==> config.mk <==
export PLATFORM = sky130hd
export DESIGN_NAME = io_ring_bank
export DESIGN_NICKNAME = d
export VERILOG_FILES = /design/src/rtl/io_ring_pkg.sv /design/src/rtl/io_sync.sv /design/src/rtl/io_ring_bank.sv
export SDC_FILE = /design/constraint.sdc
export NUM_CORES = 1
export LEC_CHECK = 0
export BUFFER_PORTS_ARGS = -buffer_cell sky130_fd_sc_hd__buf_2
export CORE_ASPECT_RATIO = 1.25
export CORE_UTILIZATION = 45
export DETAILED_ROUTE_END_ITERATION = 8
export GPL_TIMING_DRIVEN = 1
export PLACE_DENSITY = 0.86
export REMOVE_ABC_BUFFERS = 1
export SLEW_MARGIN = 40
export SYNTH_ARGS = -nofsm -noshare
export SYNTH_HDL_FRONTEND = slang
export SYNTH_HIERARCHICAL = 1
export SYNTH_SLANG_ARGS = --single-unit
==> constraint.sdc <==
create_clock -name clk -period 1.15 [get_ports clk]
set_input_delay 0.345 -clock clk [delete_from_list [all_inputs] [get_ports clk]]
set_output_delay 0.345 -clock clk [all_outputs]
set_load 0.1 [all_outputs]
==> src/rtl/io_ring_pkg.sv <==
// io_ring_pkg: shared types and limits for the pad-ring channel bank.
//   edge_mode_e  - per-channel edge detector selection
//   IO_SYNC_MIN/IO_SYNC_MAX - legal synchroniser depth range
package io_ring_pkg;

  typedef enum logic [1:0] {
    NONE = 2'd0,
    RISE = 2'd1,
    FALL = 2'd2,
    BOTH = 2'd3
  } edge_mode_e;

  localparam int IO_SYNC_MIN = 2;
  localparam int IO_SYNC_MAX = 4;

endpackage

==> src/rtl/io_sync.sv <==
// io_sync: single-bit multi-flop synchroniser, resets to 0.
//   clk   - destination clock
//   rst_n - asynchronous active-low reset
//   d     - asynchronous input
//   q     - synchronised output (last stage)
module io_sync #(
  parameter int STAGES = 2
) (
  input  logic clk,
  input  logic rst_n,
  input  logic d,
  output logic q
);

  logic [STAGES-1:0] stage;

  always_ff @(posedge clk or negedge rst_n) begin
    if (!rst_n) begin
      stage <= '0;
    end else begin
      stage <= {stage[STAGES-2:0], d};
    end
  end

  assign q = stage[STAGES-1];

endmodule

==> src/rtl/io_ring_bank.sv <==
// io_ring_bank: registered bank of bidirectional pad channels.
//   clk, rst_n  - core clock, asynchronous active-low reset
//   out_data    - per-channel value to drive
//   out_en      - per-channel drive enable (1 = drive)
//   edge_mode   - 2 bits per channel, see edge_mode_e
//   irq_clr     - write-1-to-clear for irq_status
//   pad_a       - to pad A pins (registered)
//   pad_oen     - to pad OEN pins, active low (registered)
//   pad_y       - from pad Y pins (asynchronous)
//   in_data     - synchronised pad values
//   irq_status  - sticky edge flags
//   irq         - OR of irq_status
module io_ring_bank
  import io_ring_pkg::*;
#(
  parameter int NCH         = 8,
  parameter int SYNC_STAGES = 2,
  parameter bit OEN_RESET   = 1'b1
) (
  input  logic             clk,
  input  logic             rst_n,
  input  logic [NCH-1:0]   out_data,
  input  logic [NCH-1:0]   out_en,
  input  logic [2*NCH-1:0] edge_mode,
  input  logic [NCH-1:0]   irq_clr,
  output logic [NCH-1:0]   pad_a,
  output logic [NCH-1:0]   pad_oen,
  input  logic [NCH-1:0]   pad_y,
  output logic [NCH-1:0]   in_data,
  output logic [NCH-1:0]   irq_status,
  output logic             irq
);

  if (NCH < 1 || NCH > 32) begin : g_bad_nch
    $error("io_ring_bank: NCH must be in 1..32");
  end
  if (SYNC_STAGES < IO_SYNC_MIN || SYNC_STAGES > IO_SYNC_MAX) begin : g_bad_sync
    $error("io_ring_bank: SYNC_STAGES out of range");
  end

  logic [NCH-1:0] prev_in;
  logic [NCH-1:0] edge_det;

  // Output path: registered so nothing combinational reaches the pads.
  always_ff @(posedge clk or negedge rst_n) begin
    if (!rst_n) begin
      pad_a   <= '0;
      pad_oen <= {NCH{OEN_RESET}};
    end else begin
      pad_a   <= out_data;
      pad_oen <= ~out_en;
    end
  end

  for (genvar i = 0; i < NCH; i++) begin : g_sync
    io_sync #(.STAGES(SYNC_STAGES)) u_sync (
      .clk   (clk),
      .rst_n (rst_n),
      .d     (pad_y[i]),
      .q     (in_data[i])
    );
  end

  always_comb begin
    edge_det = '0;
    for (int i = 0; i < NCH; i++) begin
      case (edge_mode_e'(edge_mode[2*i +: 2]))
        RISE:    edge_det[i] = ~prev_in[i] &  in_data[i];
        FALL:    edge_det[i] =  prev_in[i] & ~in_data[i];
        BOTH:    edge_det[i] =  prev_in[i] ^  in_data[i];
        default: edge_det[i] = 1'b0;
      endcase
    end
  end

  // A new edge beats a clear arriving in the same cycle.
  always_ff @(posedge clk or negedge rst_n) begin
    if (!rst_n) begin
      prev_in    <= '0;
      irq_status <= '0;
    end else begin
      prev_in    <= in_data;
      irq_status <= edge_det | (irq_status & ~irq_clr);
    end
  end

  assign irq = |irq_status;

endmodule

==> results.py <==
metrics = {
    "layout": {
        "nets": 325,
        "num_antenna_cells": 0,
        "area_growth_pct": 94.0,
        "finalNonFillerCells": 314,
        "drive_above_1_share": 0.646,
        "stdcell_area_sq_um": 3460,
    },
    "sta": {
        "final.setup_skew_ns": 0.00746,
        "finalHoldViolCount": 0,
        "setup_viol": 41,
        "finalCritPeriodShare": 1.46,
        "slew_viol_final": 0,
        "worst_slew_pin_slew_ns": 0.270,
        "fmax_mhz": 594,
        "fin_crit_ns": 1.68,
        "layout_setup_ws_ns": -0.533,
        "maxSlewHeadroom": 0.818,
        "rsz0062_at_grt": "true",
    },
    "clocking": {
        "clock-sinks": 48,
        "numCtsBuffers": 5,
        "cts.path.max_buffers": 2,
        "cts.htree.levels": 2,
        "root_buffer": "clkbuf_8",
        "cts_tree": "yes",
        "insertion_delay_ns": 0.30,
        "clk_pin_slew_ns": 0.09,
    },
    "routing": {
        "drtIter0Drc": 51,
        "drc": 0,
        "wl_met2_um": 3320,
        "drt-met1-wl_um": 2170,
        "ant_nets": 0,
        "drtPass1Iterations": 4,
        "detail_route.wl_per_cell_um": 19.9,
        "avgViaCountPerCell": 4.81,
        "wl_um": 6260,
        "top_layer_used": "met4",
        "wl_met3_um": 549,
        "vias": 1509,
    },
    "logic_synthesis": {
        "syn_area_per_cell_sq_um": 12.9,
        "syn_area_sq_um": 1780,
        "syn_inst": 138,
        "yosysWarnings": 6,
        "ys_ff_latch": 48,
        "ys_types": 10,
        "yosysSeqAreaShare": 0.680,
    },
    "pwr": {
        "vdd_drop_max_v": 0.00139,
        "p_sw_mw": 1.60,
        "p_int_mw": 3.23,
        "leakage_nw": 1.67,
        "combPwrFrac": 0.333,
        "powerDensity_nw_per_um2": 1400,
        "p_seq_frac": 0.394,
        "swShare": 0.332,
        "pwr-share-clk": 0.273,
    },
    "outcome": {
        "status": "complete, but fails checks",
        "violations": "negative setup slack",
    },
    "setup_path": {
        "crit_chain": "nor4_1 -> nand2_1 -> buf_8",
        "worstReg2RegEnd": "irq_status[4]",
        "worst_ep_required_time_ns": 0.81,
        "crit_arrival_ns": 1.34,
        "critPathSlowestCell": "dfrtp_1",
        "critical-path-max-stage-delay_ns": 0.40,
        "ff2ff_setup_slack_ns": -0.16,
        "worstPathMaxFanout": 2,
        "timing.rr.start": "g_sync[4].u_sync/stage[1]",
        "r2r_cells": 6,
        "endpoint": "irq",
        "worstSetupPathType": "register to output pin",
        "critPathLaunchType": "register",
        "crit_path_end_kind": "output pin",
        "crit_path_start": "irq_status[7]",
    },
    "placement": {
        "gp_congestion": 0.698,
        "dp_cells": 291,
        "io_buffers": 82,
        "dp_hpwl_um": 3440,
        "dpl_cell_area_sq_um": 2880,
    },
    "grt": {
        "grt_pass1_wl_um": 9330,
        "globalRouteTotalUtil": 0.323,
        "grt_pass1_vias": 1806,
        "grt_max_degree": 49,
        "antenna_found_initial": 0,
        "overflow": 0,
    },
    "die": {
        "initial_core_util": 0.471,
        "die_y_um": 72.4,
        "die_w_um": 58.3,
        "core_area_sq_um": 3780,
        "ioPinCount": 83,
        "num_rows": 25,
        "dieArea_sq_um": 4220,
    },
    "worst_hold_path": {
        "hold_class": "primary input to asynchronous set/reset pin",
    },
    "run": {
        "cap_violations": 0,
    },
}
sequential cells by signal, summed over array words and instances, names as in the netlist:
| register | cells |
|---|---|
| pad_a | 8 |
| prev_in | 8 |
| pad_oen | 8 |
| irq_status | 8 |
| g_sync.u_sync/stage | 16 |
what timing repair did:
action,4_1_cts,5_1_grt
resized for setup,54,26
hold endpoints to repair,0,0
hold buffers,0,0
pin swaps,16,14
setup endpoints to repair,39,41
buffers inserted,17,6
logic make-up (layout without fill, tap and decap cells):
kind of cell	count (synthesis)	after routing	synth area share
flip-flops	48	48	0.680
buffers and inverters	32	154	0.0674
AND/OR/NAND/NOR	26	26	0.0772
adder cells (fa/ha/maj)	16	16	0.112
AO/OA/AOI/OAI	16	16	0.0632
power groups by stage:
stage | registers [mW] | logic (mW) | clock network (mW)
after floorplan | 2.49 | 0.128 | 0
after global placement | 1.90 | 1.35 | 0
after detailed placement | 1.91 | 1.38 | 0
after CTS | 1.89 | 1.52 | 1.32
after global routing | 1.92 | 1.67 | 1.40
final | 1.91 | 1.61 | 1.32
worst min path at each step:
stage / endpoint / from / slack (ns)
floorplan: g_sync[0].u_sync/stage[0] / rst_n / 0.05
global placement: g_sync[3].u_sync/stage[1] / g_sync[3].u_sync/stage[0] / 0.33
detailed placement: g_sync[7].u_sync/stage[1] / g_sync[7].u_sync/stage[0] / 0.34
CTS: pad_a[1] / rst_n / 0.03
global route: prev_in[5] / rst_n / 0.04
finish: pad_a[7] / rst_n / 0.03
final cells by class:
type	instances	area, sq um
clock inverter	1	30.0
tap	54	67.6
inverter	32	135
fill	127	329
timing repair buffer	114	1240
clock buffer	7	96.3
multi-input combinational	58	676
sequential	48	1210
cell usage in the layout, fill, tap and decap left out:
| cell | Yosys | routed |
|---|---|---|
| nor2b_2 | 0 | 3 |
| buf_8 | 0 | 1 |
| nand2_1 | 10 | 9 |
| o211ai_1 | 1 | 1 |
| nor2b_1 | 14 | 7 |
| bufinv_16 | 0 | 1 |
| inv_1 | 32 | 24 |
| dfstp_2 | 8 | 8 |
| o21ai_1 | 7 | 3 |
| nor4_2 | 0 | 1 |
| ha_1 | 16 | 2 |
| nand2_2 | 0 | 1 |
| o221ai_1 | 8 | 5 |
| o221ai_2 | 0 | 3 |
| buf_12 | 0 | 33 |
| dfrtp_1 | 40 | 40 |
| o21ai_2 | 0 | 4 |
| ha_4 | 0 | 11 |
| nor2b_4 | 0 | 4 |
| clkbuf_8 | 0 | 7 |
| buf_6 | 0 | 23 |
| ha_2 | 0 | 3 |
| buf_4 | 0 | 8 |
| nor4_1 | 2 | 1 |
| inv_2 | 0 | 2 |
| buf_2 | 0 | 49 |
| inv_4 | 0 | 6 |
layer usage:
layer / global-route usage / vias to the layer above
met3: 0.111 / 17
met1: 0.335 / 733
met5: 0 / -
met4: 0.164 / 0
met2: 0.571 / 87
li1: - / 672
metrics by stage:
stage,TNS [ns],util,worst slack (ns),hold slack (ns),power (mW)
2_1_floorplan,-8.09,-,-0.950,0.0494,2.62
3_3_place_gp,-0.245,0.761,-0.245,0.331,3.24
4_1_cts,-6.47,0.882,-0.452,0.0314,4.73
6_report,-6.94,0.913,-0.533,0.0263,4.83
5_1_grt,-8.14,0.913,-0.601,0.0407,4.98
3_5_place_dp,-0.302,0.761,-0.232,0.336,3.29
cells in the mapped netlist:
cell type,number,area share
dfstp_2,8,0.12
o21ai_1,7,0.020
dfrtp_1,40,0.56
o221ai_1,8,0.039
o211ai_1,1,0.0042
ha_1,16,0.11
nor4_1,2,0.0070
inv_1,32,0.067
nor2b_1,14,0.049
nand2_1,10,0.021
worst max-delay path, delay by kind of cell, from the launching register on:
family / cells / cell delay [ns]
buf+inv: 1 / 0.19
simple gates: 2 / 0.44
flops: 1 / 0.40
Note: power is estimated with default switching activity, not from simulation.
